$ cat src/rtl/corridor_light_pkg.sv
// corridor_light_pkg: shared zone state encoding and default timing for the corridor lighting controller.
package corridor_light_pkg;
    typedef enum logic [1:0] {IDLE, DEB, ON, HOLD} zone_state_t;
    localparam int STATE_W      = 2;
    localparam int DEB_W        = 4;
    localparam int DEF_N_CH     = 3;
    localparam int DEF_DEB_CYC  = 4;
    localparam int DEF_ON_CYC   = 80;
    localparam int DEF_HOLD_CYC = 40;
    localparam int DEF_CNT_W    = 8;
endpackage

$ cat src/rtl/corridor_light_zone.sv
// corridor_light_zone: one zone's debounce, on/hold timer, eco hand-off and start pulse.
module corridor_light_zone
    import corridor_light_pkg::*;
#(
    parameter int DEB_CYC  = DEF_DEB_CYC,
    parameter int ON_CYC   = DEF_ON_CYC,
    parameter int HOLD_CYC = DEF_HOLD_CYC,
    parameter int CNT_W    = DEF_CNT_W
) (
    input  logic clk10,
    input  logic rst,
    input  logic sw,
    input  logic nb_start,
    input  logic eco_en,
    output logic lamp,
    output logic start
);
    localparam logic [CNT_W-1:0] ON_LD   = CNT_W'(ON_CYC - 1);
    localparam logic [CNT_W-1:0] HOLD_LD = CNT_W'(HOLD_CYC - 1);
    localparam logic [DEB_W-1:0] DEB_MAX = DEB_W'(DEB_CYC);

    zone_state_t state, state_d;
    logic [DEB_W-1:0] deb, deb_d;
    logic [CNT_W-1:0] tmr, tmr_d;
    logic lamp_d, start_d, sw_prev;

    always_ff @(posedge clk10 or negedge rst) begin
        if (!rst) begin
            state   <= IDLE;
            deb     <= '0;
            tmr     <= '0;
            lamp    <= 1'b0;
            start   <= 1'b0;
            sw_prev <= 1'b0;
        end else begin
            state   <= state_d;
            deb     <= deb_d;
            tmr     <= tmr_d;
            lamp    <= lamp_d;
            start   <= start_d;
            sw_prev <= sw;
        end
    end

    always_comb begin
        state_d = state;
        deb_d   = deb;
        tmr_d   = tmr;
        lamp_d  = lamp;
        start_d = 1'b0;
        case (state)
            IDLE: if (sw) begin
                state_d = DEB;
                deb_d   = DEB_W'(1);
            end
            DEB: if (!sw) begin
                state_d = IDLE;
                deb_d   = '0;
            end else if (deb < DEB_MAX) begin
                deb_d = deb + 1'b1;
            end else begin
                state_d = ON;
                deb_d   = '0;
                tmr_d   = ON_LD;
                lamp_d  = 1'b1;
                start_d = 1'b1;
            end
            // a vacated zone yields to a neighbour that has just lit
            ON: if (eco_en && !sw && nb_start) begin
                state_d = IDLE;
                tmr_d   = '0;
                lamp_d  = 1'b0;
            end else if (sw && !sw_prev) begin
                tmr_d = ON_LD;
            end else if (tmr != '0) begin
                tmr_d = tmr - 1'b1;
            end else if (sw) begin
                state_d = HOLD;
                tmr_d   = HOLD_LD;
            end else begin
                state_d = IDLE;
                lamp_d  = 1'b0;
            end
            HOLD: if (!sw) begin
                state_d = IDLE;
                tmr_d   = '0;
                lamp_d  = 1'b0;
            end else if (tmr != '0) begin
                tmr_d = tmr - 1'b1;
            end else begin
                lamp_d = 1'b0;
            end
            default: begin
                state_d = IDLE;
                lamp_d  = 1'b0;
            end
        endcase
    end
endmodule

$ cat src/rtl/corridor_light_ctrl.sv
// corridor_light_ctrl: N-zone corridor lighting with neighbour hand-off, override and lit-lamp count.
module corridor_light_ctrl
    import corridor_light_pkg::*;
#(
    parameter int N_CH     = DEF_N_CH,
    parameter int DEB_CYC  = DEF_DEB_CYC,
    parameter int ON_CYC   = DEF_ON_CYC,
    parameter int HOLD_CYC = DEF_HOLD_CYC,
    parameter int CNT_W    = DEF_CNT_W,
    parameter int ADJ_ONLY = 1
) (
    input  logic                        clk10,
    input  logic                        rst,
    input  logic [N_CH-1:0]             switch,
    input  logic                        eco_en,
    input  logic                        force_all,
    output logic [N_CH-1:0]             light,
    output logic [$clog2(N_CH+1)-1:0]   lit_cnt
);
    localparam int LC_W = $clog2(N_CH + 1);

    logic [N_CH-1:0] lamp, start, nb_start;
    logic [N_CH+1:0] start_pad;
    logic [LC_W-1:0] pop;

    // zero padding gives the end zones a single neighbour without wrap
    assign start_pad = {1'b0, start, 1'b0};

    genvar i;
    for (i = 0; i < N_CH; i++) begin : g_zone
        assign nb_start[i] = (ADJ_ONLY != 0) ? (start_pad[i] | start_pad[i+2])
                                             : |(start & ~(N_CH'(1) << i));
        corridor_light_zone #(
            .DEB_CYC (DEB_CYC),
            .ON_CYC  (ON_CYC),
            .HOLD_CYC(HOLD_CYC),
            .CNT_W   (CNT_W)
        ) u_zone (
            .clk10   (clk10),
            .rst     (rst),
            .sw      (switch[i]),
            .nb_start(nb_start[i]),
            .eco_en  (eco_en),
            .lamp    (lamp[i]),
            .start   (start[i])
        );
    end

    assign light = lamp | {N_CH{force_all}};

    always_comb begin
        pop = '0;
        for (int k = 0; k < N_CH; k++) pop = pop + LC_W'(light[k]);
    end

    always_ff @(posedge clk10 or negedge rst) begin
        if (!rst) lit_cnt <= '0;
        else      lit_cnt <= pop;
    end
endmodule

$ cat config.mk
export PLATFORM = sky130hd
export DESIGN_NAME = corridor_light_ctrl
export DESIGN_NICKNAME = d
export VERILOG_FILES = /design/src/rtl/corridor_light_pkg.sv /design/src/rtl/corridor_light_zone.sv /design/src/rtl/corridor_light_ctrl.sv
export SDC_FILE = /design/constraint.sdc
export NUM_CORES = 1
export LEC_CHECK = 0
export CAP_MARGIN = 5
export CORE_ASPECT_RATIO = 1.75
export CORE_MARGIN = 8
export CORE_UTILIZATION = 50
export CTS_BUF_LIST = sky130_fd_sc_hd__clkbuf_8 sky130_fd_sc_hd__clkbuf_16
export CTS_CLUSTER_DIAMETER = 30
export CTS_CLUSTER_SIZE = 24
export DETAILED_ROUTE_END_ITERATION = 12
export PLACE_DENSITY_LB_ADDON = 0.12
export SETUP_SLACK_MARGIN = 0.15
export SYNTH_ARGS = -nofsm -noshare
export SYNTH_HDL_FRONTEND = slang
export SYNTH_SLANG_ARGS = --single-unit
$ cat constraint.sdc
create_clock -name clk10 -period 6.1 [get_ports clk10]
set_input_delay 1.22 -clock clk10 [delete_from_list [all_inputs] [get_ports clk10]]
set_output_delay 1.22 -clock clk10 [all_outputs]
set_load 0.02 [all_outputs]
==> results of run 1 <==
[area by class of cell]
cell class              instances  area [µm²]
inverters                      20        75.1
multi-input cells             237        1510
clock inverters                 1        5.00
fillers                       538        2590
well taps                      78        97.6
repair buffers                 12         113
flip-flops and latches         53        1330
clock buffers                   5        68.8
[synthesized netlist by cell type, drive strengths merged, types with 2 or more instances]
master	instances	share of area
nor2	22	0.028
o21ai	31	0.053
a211oi	2	0.0051
a31oi	9	0.024
a2bb2oi	4	0.012
dfrtp	53	0.45
a21o	2	0.0051
or3	4	0.0085
or4	3	0.0081
o211ai	3	0.0076
nor4	5	0.016
nor3	6	0.010
xnor2	2	0.0059
nor2b	4	0.011
a22o	2	0.0059
inv	20	0.025
o22ai	5	0.011
o21a	9	0.023
a22oi	2	0.0051
or2	6	0.013
o22a	3	0.0098
a21oi	31	0.054
nor3b	4	0.010
nand2b	6	0.013
a32o	8	0.027
o31ai	2	0.0051
and3	2	0.0042
ha	6	0.025
o21bai	4	0.010
clkbuf	8	0.010
nand3	8	0.014
a211o	2	0.0059
and2	8	0.017
nand2	21	0.027
[layout by cell type (no fill, tap or decap), drive strengths merged, types with 6 or more instances in the layout]
| master | instances |
|---|---|
| dfrtp | 53 |
| a21oi | 31 |
| o21ai | 31 |
| nor2 | 22 |
| nand2 | 21 |
| inv | 20 |
| clkdlybuf4s50 | 10 |
| o21a | 9 |
| a31oi | 9 |
| nand3 | 8 |
| and2 | 8 |
| a32o | 8 |
| or2 | 6 |
| nor3 | 6 |
| nand2b | 6 |
| ha | 6 |
[registers in the layout, indices dropped and copies added, names as in the netlist]
signal / cells
g_zone.u_zone.deb: 12
g_zone.u_zone.lamp: 3
g_zone.u_zone.tmr: 24
g_zone.u_zone.sw_prev: 3
g_zone.u_zone.state: 6
lit_cnt: 2
g_zone.u_zone.start: 3
[layer usage]
metal | vias to the layer above | share of wire | GRT usage
li1 | 1191 | - | -
met1 | 1172 | 0.41 | 0.175
met2 | 50 | 0.53 | 0.272
met3 | 11 | 0.031 | 0.0333
met4 | 0 | 0.021 | 0.0768
met5 | - | 0 | 0
[path summary, 6_finish.rpt]
kind | from | end | slack [ns] | depth (start not counted)
hold / removal | g_zone[0].u_zone.deb[1] | g_zone[0].u_zone.deb[1] | 0.51 | 1
max in group asynchronous | rst | g_zone[2].u_zone.tmr[2] | 4.65 | 2
setup / recovery | force_all | light[1] | 2.37 | 3
min in group asynchronous | rst | g_zone[1].u_zone.tmr[6] | 1.01 | 2
setup reg to reg | g_zone[0].u_zone.tmr[0] | g_zone[0].u_zone.tmr[2] | 3.62 | 7
hold reg to reg | g_zone[0].u_zone.deb[1] | g_zone[0].u_zone.deb[1] | 0.51 | 1
[cells by family after synthesis]
group	count (synthesis)	share of synthesized area
and+or+nand+nor	102	0.188
buffers and inverters	29	0.0373
adders and majority gates	7	0.0323
DFF	53	0.450
xor gates and xnor gates	2	0.00594
muxes	1	0.00340
AOI/OAI and AO/OA	125	0.283
[worst max-delay path, stage by stage]
cell and delay, ns:
sky130_fd_sc_hd__clkdlybuf4s50_1 0.42, sky130_fd_sc_hd__or2_2 0.32, sky130_fd_sc_hd__clkdlybuf4s50_1 0.55
[power by group through the flow]
stage | combinational, mW | sequential [mW] | clock, mW
4_1_cts | 0.394 | 0.552 | 0.195
2_1_floorplan | 0.303 | 0.525 | 0
3_5_place_dp | 0.392 | 0.558 | 0
5_1_grt | 0.441 | 0.570 | 0.207
3_3_place_gp | 0.378 | 0.556 | 0
6_report | 0.389 | 0.554 | 0.187
==> flow_results.xml, run 1 <==
<?xml version="1.0" encoding="UTF-8"?>
<metrics>
  <group name="run_status">
    <metric name="outcome" unit="">finished clean</metric>
  </group>
  <group name="finish">
    <metric name="fin_area" unit="µm²">3200</metric>
    <metric name="non_filler_cells_in_the_finished_layout" unit="">406</metric>
    <metric name="fin_util" unit="">0.552</metric>
    <metric name="drive_gt1_frac" unit="">0.0793</metric>
    <metric name="layout.nets" unit="">343</metric>
    <metric name="insertedDiodeCount" unit="">0</metric>
    <metric name="syn_to_final_growth" unit="%">8.45</metric>
  </group>
  <group name="global_routing">
    <metric name="global_route_total_usage_across_every_layer" unit="">0.159</metric>
    <metric name="grt_pass1_vias" unit="">2393</metric>
    <metric name="global_route_wire_length_before_repair" unit="µm">11000</metric>
    <metric name="maximum_number_of_pins_on_one_net_before_global_route_repair" unit="">54</metric>
    <metric name="grt_overflow" unit="">0</metric>
    <metric name="antenna_found_initial" unit="">0</metric>
  </group>
  <group name="power">
    <metric name="sequential_power_share" unit="">0.490</metric>
    <metric name="ir_worst_vdd" unit="mV">0.198</metric>
    <metric name="power.switching_fraction" unit="">0.380</metric>
    <metric name="internal_power" unit="mW">0.701</metric>
    <metric name="power-per-cell-area" unit="nW/µm²">354</metric>
    <metric name="p_comb_frac" unit="">0.344</metric>
    <metric name="leakagePower" unit="nW">1.34</metric>
    <metric name="power.net_switching" unit="mW">0.430</metric>
    <metric name="design_power_total" unit="mW">1.13</metric>
    <metric name="power.share.clock" unit="">0.166</metric>
  </group>
  <group name="synthesis">
    <metric name="synth.avg_cell_area" unit="µm²">9.24</metric>
    <metric name="synth_cell_type_count" unit="">54</metric>
    <metric name="synth-edff-count" unit="">0</metric>
    <metric name="synth-async-reset-ratio" unit="">1.00</metric>
    <metric name="synth.net_count" unit="">333</metric>
    <metric name="synth-warning-count" unit="">0</metric>
    <metric name="ys.flop_type" unit="">sky130_fd_sc_hd__dfrtp_1</metric>
    <metric name="synth.ff_latch_count" unit="">53</metric>
    <metric name="syn-cell-area" unit="µm²">2950</metric>
    <metric name="syn_inst" unit="">319</metric>
    <metric name="seq_area_frac_synth" unit="">0.450</metric>
  </group>
  <group name="sta">
    <metric name="pin_slew_with_the_least_headroom_to_its_limit" unit="ns">0.703</metric>
    <metric name="setup_viols_final" unit="">0</metric>
    <metric name="fin_worst_hold_slack" unit="ns">0.512</metric>
    <metric name="unrepaired_setup_endpoints_after_global_routing" unit="">no</metric>
    <metric name="final-max-slew-violation-count" unit="">0</metric>
    <metric name="clock.fmax" unit="MHz">268</metric>
    <metric name="finClkSkew" unit="ns">0.00516</metric>
    <metric name="final-hold-violation-count" unit="">0</metric>
    <metric name="timing.setup.tns" unit="ns">0</metric>
    <metric name="layout_worst_path_cycle_share" unit="">0.612</metric>
    <metric name="fin_crit" unit="ns">3.73</metric>
    <metric name="setup_slack" unit="ns">2.37</metric>
    <metric name="slew_headroom" unit="">0.530</metric>
  </group>
  <group name="run">
    <metric name="maxCapViolCount" unit="">0</metric>
  </group>
  <group name="floorplanning">
    <metric name="floorplan.io_pins" unit="">12</metric>
    <metric name="dieWidth" unit="µm">74.0</metric>
    <metric name="num_rows" unit="">37</metric>
    <metric name="fp.coreArea" unit="µm²">5790</metric>
    <metric name="dieArea" unit="µm²">8710</metric>
    <metric name="starting_density" unit="">0.509</metric>
    <metric name="die_h" unit="µm">118</metric>
  </group>
  <group name="clock_network">
    <metric name="ctsHtreeMaxLevel" unit="">2</metric>
    <metric name="tritoncts" unit="">built</metric>
    <metric name="clk_root_buffer_cell" unit="">sky130_fd_sc_hd__clkbuf_8</metric>
    <metric name="clkLatencyLatePin" unit="ns">0.31</metric>
    <metric name="cts-hold-fix-buffers" unit="">0</metric>
    <metric name="post_cts.resized_instances" unit="">0</metric>
    <metric name="clock_tree.buffer_depth" unit="">2</metric>
    <metric name="cts_buffers" unit="">5</metric>
    <metric name="setup_repair_bufs_after_cts" unit="">0</metric>
    <metric name="worst_setup_hold_path_clk_slew" unit="ns">0.09</metric>
    <metric name="clkSinkCount" unit="">53</metric>
  </group>
  <group name="drt">
    <metric name="vias" unit="">2424</metric>
    <metric name="drt-vias-per-instance" unit="">5.97</metric>
    <metric name="routed_wirelength" unit="µm">6480</metric>
    <metric name="drc" unit="">0</metric>
    <metric name="routed_wire_length_per_instance" unit="µm">16.0</metric>
    <metric name="firstDrtPassIters" unit="">4</metric>
    <metric name="postRouteAntennaNets" unit="">0</metric>
    <metric name="detailedRoute.firstIterationViolations" unit="">154</metric>
  </group>
  <group name="placement">
    <metric name="gp_congestion" unit="">0.812</metric>
    <metric name="port-buffer-count" unit="">11</metric>
    <metric name="dp_cells" unit="">400</metric>
    <metric name="dp_worst_setup_slack" unit="ns">2.35</metric>
    <metric name="post_dp_cell_area" unit="µm²">3120</metric>
    <metric name="detailedPlacementHpwl" unit="µm">4720</metric>
  </group>
  <group name="critical_path">
    <metric name="timing.critical_path.from_type" unit="">input pin</metric>
    <metric name="data_arrival_time_of_the_worst_path" unit="ns">2.51</metric>
    <metric name="crit_required" unit="ns">4.88</metric>
    <metric name="timing.critical_path.to_type" unit="">output port</metric>
    <metric name="setup.worst_path.class" unit="">input pin to output port</metric>
    <metric name="crit_path_max_fanout" unit="">3</metric>
  </group>
  <group name="hold_path">
    <metric name="min_path_type" unit="">flip-flop to flip-flop</metric>
  </group>
</metrics>
(Power assumes the default switching activity.)
==> inputs of run 2 (changes only) <==
==> constraint.sdc (replaced) <==
create_clock -name clk10 -period 3.1 [get_ports clk10]
set_input_delay 0.62 -clock clk10 [delete_from_list [all_inputs] [get_ports clk10]]
set_output_delay 0.62 -clock clk10 [all_outputs]
set_load 0.02 [all_outputs]
==> run 2 against run 1 <==
Sequential cell count unchanged. Critical path depth is the same. Worst setup slack lost 1.8 ns. Power rose by 110%. Via count up 0.78%. Clock skew rose by 0.011 ns. Die area unchanged. Global-route usage fell by 0.094 points. First-iteration DRC count decreased by 3.9%. Largest cell class unchanged.
==> flow_results.xml, run 2 (same netlist as run 1, synthesis figures left out) <==
<?xml version="1.0" encoding="UTF-8"?>
<metrics>
  <group name="critical_path">
    <metric name="data_arrival_time_of_the_worst_path" unit="ns">1.93</metric>
    <metric name="timing.critical_path.from_type" unit="">input pin</metric>
    <metric name="worstReg2RegStart" unit="">g_zone[1].u_zone.tmr[0]</metric>
    <metric name="timing.critical_path.to_type" unit="">output port</metric>
    <metric name="setup.worst_path.class" unit="">input pin to output port</metric>
    <metric name="crit_required" unit="ns">2.48</metric>
    <metric name="timing.reg2reg.setup_slack" unit="ns">0.80</metric>
    <metric name="crit_path_max_fanout" unit="">3</metric>
    <metric name="worst_setup_sp" unit="">force_all</metric>
  </group>
  <group name="drt">
    <metric name="postRouteAntennaNets" unit="">0</metric>
    <metric name="firstDrtPassIters" unit="">4</metric>
    <metric name="drt-vias-per-instance" unit="">5.93</metric>
    <metric name="detailedRoute.firstIterationViolations" unit="">148</metric>
    <metric name="routed_wire_length_per_instance" unit="µm">15.4</metric>
    <metric name="routed_wirelength" unit="µm">6340</metric>
    <metric name="drc" unit="">0</metric>
    <metric name="vias" unit="">2443</metric>
  </group>
  <group name="clock_network">
    <metric name="post_cts.resized_instances" unit="">0</metric>
    <metric name="ctsHtreeMaxLevel" unit="">2</metric>
    <metric name="clkLatencyLatePin" unit="ns">0.31</metric>
    <metric name="tritoncts" unit="">built</metric>
    <metric name="cts_buffers" unit="">5</metric>
    <metric name="worst_setup_hold_path_clk_slew" unit="ns">0.10</metric>
    <metric name="clock_tree.buffer_depth" unit="">2</metric>
    <metric name="clkSinkCount" unit="">53</metric>
    <metric name="setup_repair_bufs_after_cts" unit="">0</metric>
    <metric name="clk_root_buffer_cell" unit="">sky130_fd_sc_hd__clkbuf_8</metric>
    <metric name="cts-hold-fix-buffers" unit="">0</metric>
  </group>
  <group name="global_routing">
    <metric name="grt_pass1_vias" unit="">2490</metric>
    <metric name="maximum_number_of_pins_on_one_net_before_global_route_repair" unit="">39</metric>
    <metric name="antenna_found_initial" unit="">0</metric>
    <metric name="grt_overflow" unit="">0</metric>
    <metric name="global_route_total_usage_across_every_layer" unit="">0.158</metric>
    <metric name="global_route_wire_length_before_repair" unit="µm">11100</metric>
  </group>
  <group name="sta">
    <metric name="setup_slack" unit="ns">0.550</metric>
    <metric name="final-max-slew-violation-count" unit="">0</metric>
    <metric name="unrepaired_setup_endpoints_after_global_routing" unit="">no</metric>
    <metric name="slew_headroom" unit="">0.609</metric>
    <metric name="layout_worst_path_cycle_share" unit="">0.822</metric>
    <metric name="fin_worst_hold_slack" unit="ns">0.200</metric>
    <metric name="timing.setup.tns" unit="ns">0</metric>
    <metric name="pin_slew_with_the_least_headroom_to_its_limit" unit="ns">0.581</metric>
    <metric name="final-hold-violation-count" unit="">0</metric>
    <metric name="setup_viols_final" unit="">0</metric>
    <metric name="fin_crit" unit="ns">2.55</metric>
    <metric name="clock.fmax" unit="MHz">392</metric>
    <metric name="finClkSkew" unit="ns">0.0163</metric>
  </group>
  <group name="finish">
    <metric name="layout.nets" unit="">348</metric>
    <metric name="syn_to_final_growth" unit="%">10.7</metric>
    <metric name="insertedDiodeCount" unit="">0</metric>
    <metric name="ff_latch_area" unit="µm²">1330</metric>
    <metric name="multiInputGateArea" unit="µm²">1510</metric>
    <metric name="fill_cells" unit="">540</metric>
    <metric name="fin_util" unit="">0.564</metric>
    <metric name="largest_registers" unit="">g_zone.u_zone.tmr (24), g_zone.u_zone.deb (12), g_zone.u_zone.state (6)</metric>
    <metric name="registers.top_by_ff_count" unit="">g_zone.u_zone.tmr</metric>
    <metric name="most_frequent_cells_in_the_layout" unit="">sky130_fd_sc_hd__dfrtp_1, sky130_fd_sc_hd__a21oi_1, sky130_fd_sc_hd__o21ai_0</metric>
    <metric name="final_common_cell" unit="">sky130_fd_sc_hd__dfrtp_1</metric>
    <metric name="flip_flop_count_of_the_largest_register_after_layout" unit="">24</metric>
    <metric name="drive_gt1_frac" unit="">0.0958</metric>
  </group>
  <group name="power">
    <metric name="sequential_power_share" unit="">0.467</metric>
    <metric name="power.share.clock" unit="">0.199</metric>
    <metric name="power.switching_fraction" unit="">0.363</metric>
    <metric name="ir_worst_vdd" unit="mV">0.404</metric>
    <metric name="internal_power" unit="mW">1.48</metric>
    <metric name="leakagePower" unit="nW">1.38</metric>
    <metric name="p_comb_frac" unit="">0.334</metric>
    <metric name="power-per-cell-area" unit="nW/µm²">712</metric>
    <metric name="power.net_switching" unit="mW">0.844</metric>
  </group>
  <group name="floorplanning">
    <metric name="num_rows" unit="">37</metric>
    <metric name="fp.coreArea" unit="µm²">5790</metric>
    <metric name="dieArea" unit="µm²">8710</metric>
    <metric name="starting_density" unit="">0.509</metric>
    <metric name="die_h" unit="µm">118</metric>
    <metric name="floorplan.io_pins" unit="">12</metric>
    <metric name="dieWidth" unit="µm">74.0</metric>
  </group>
  <group name="hold_path">
    <metric name="min_path_type" unit="">input pin to async pin</metric>
  </group>
  <group name="placement">
    <metric name="detailedPlacementHpwl" unit="µm">4790</metric>
    <metric name="port-buffer-count" unit="">11</metric>
    <metric name="dp_worst_setup_slack" unit="ns">0.550</metric>
    <metric name="gp_congestion" unit="">0.828</metric>
  </group>
  <group name="run_status">
    <metric name="outcome" unit="">finished clean</metric>
  </group>
  <group name="run">
    <metric name="maxCapViolCount" unit="">0</metric>
  </group>
</metrics>
[run 2: cell types whose count changed in the layout (fill, tap and decap cells not counted), sizes merged]
cell    delta
bufinv     +1
buf        +5
[run 2: path summary, 6_finish.rpt]
| path | endpoint | depth (start not counted) |
|---|---|---|
| worst max-delay path | light[1] | 3 |
| worst min-delay path | g_zone[1].u_zone.sw_prev | 1 |
| worst max register to register | g_zone[1].u_zone.tmr[4] | 7 |
| worst min register to register | g_zone[1].u_zone.deb[1] | 1 |
| max in group asynchronous | g_zone[0].u_zone.tmr[2] | 2 |
| min in group clk10 | g_zone[1].u_zone.deb[1] | 1 |
[run 2: power by group through the flow]
stage,registers [mW],clock network (mW),logic (mW)
global placement,1.09,0,0.764
global route,1.12,0.508,0.885
detailed placement,1.10,0,0.783
finish,1.09,0.462,0.777
floorplan,1.03,0,0.597
CTS,1.09,0.481,0.785
[run 2: critical path, stage by stage]
cell	delay (ns)
sky130_fd_sc_hd__clkdlybuf4s50_1	0.43
sky130_fd_sc_hd__or2_2	0.33
sky130_fd_sc_hd__clkdlybuf4s50_1	0.55
[run 2: cell type report]
cell class	instances	area share
inverter	20	0.0230
timing repair buffer	17	0.0460
sequential	53	0.406
tap	78	0.0299
clock buffer	5	0.0211
multi-input combinational	237	0.463
clock inverter	2	0.0107
[run 2: stage by stage]
| stage | cell area, µm² | std cells | power [mW] |
|---|---|---|---|
| final | 3260 | 412 | 2.32 |
| after global routing | 3260 | 412 | 2.51 |
| after CTS | 3260 | 412 | 2.35 |
| after detailed placement | 3160 | 405 | 1.88 |
| after global placement | 3160 | 405 | 1.86 |
| after floorplan | 2950 | 319 | 1.63 |
[run 2: metal layers]
layer  track usage  up-vias  wire, µm
met5             0        -         0
met4        0.0718        0       158
met3        0.0256       13       162
met2         0.287       31      3440
met1         0.164     1192      2580
li1              -     1207         -
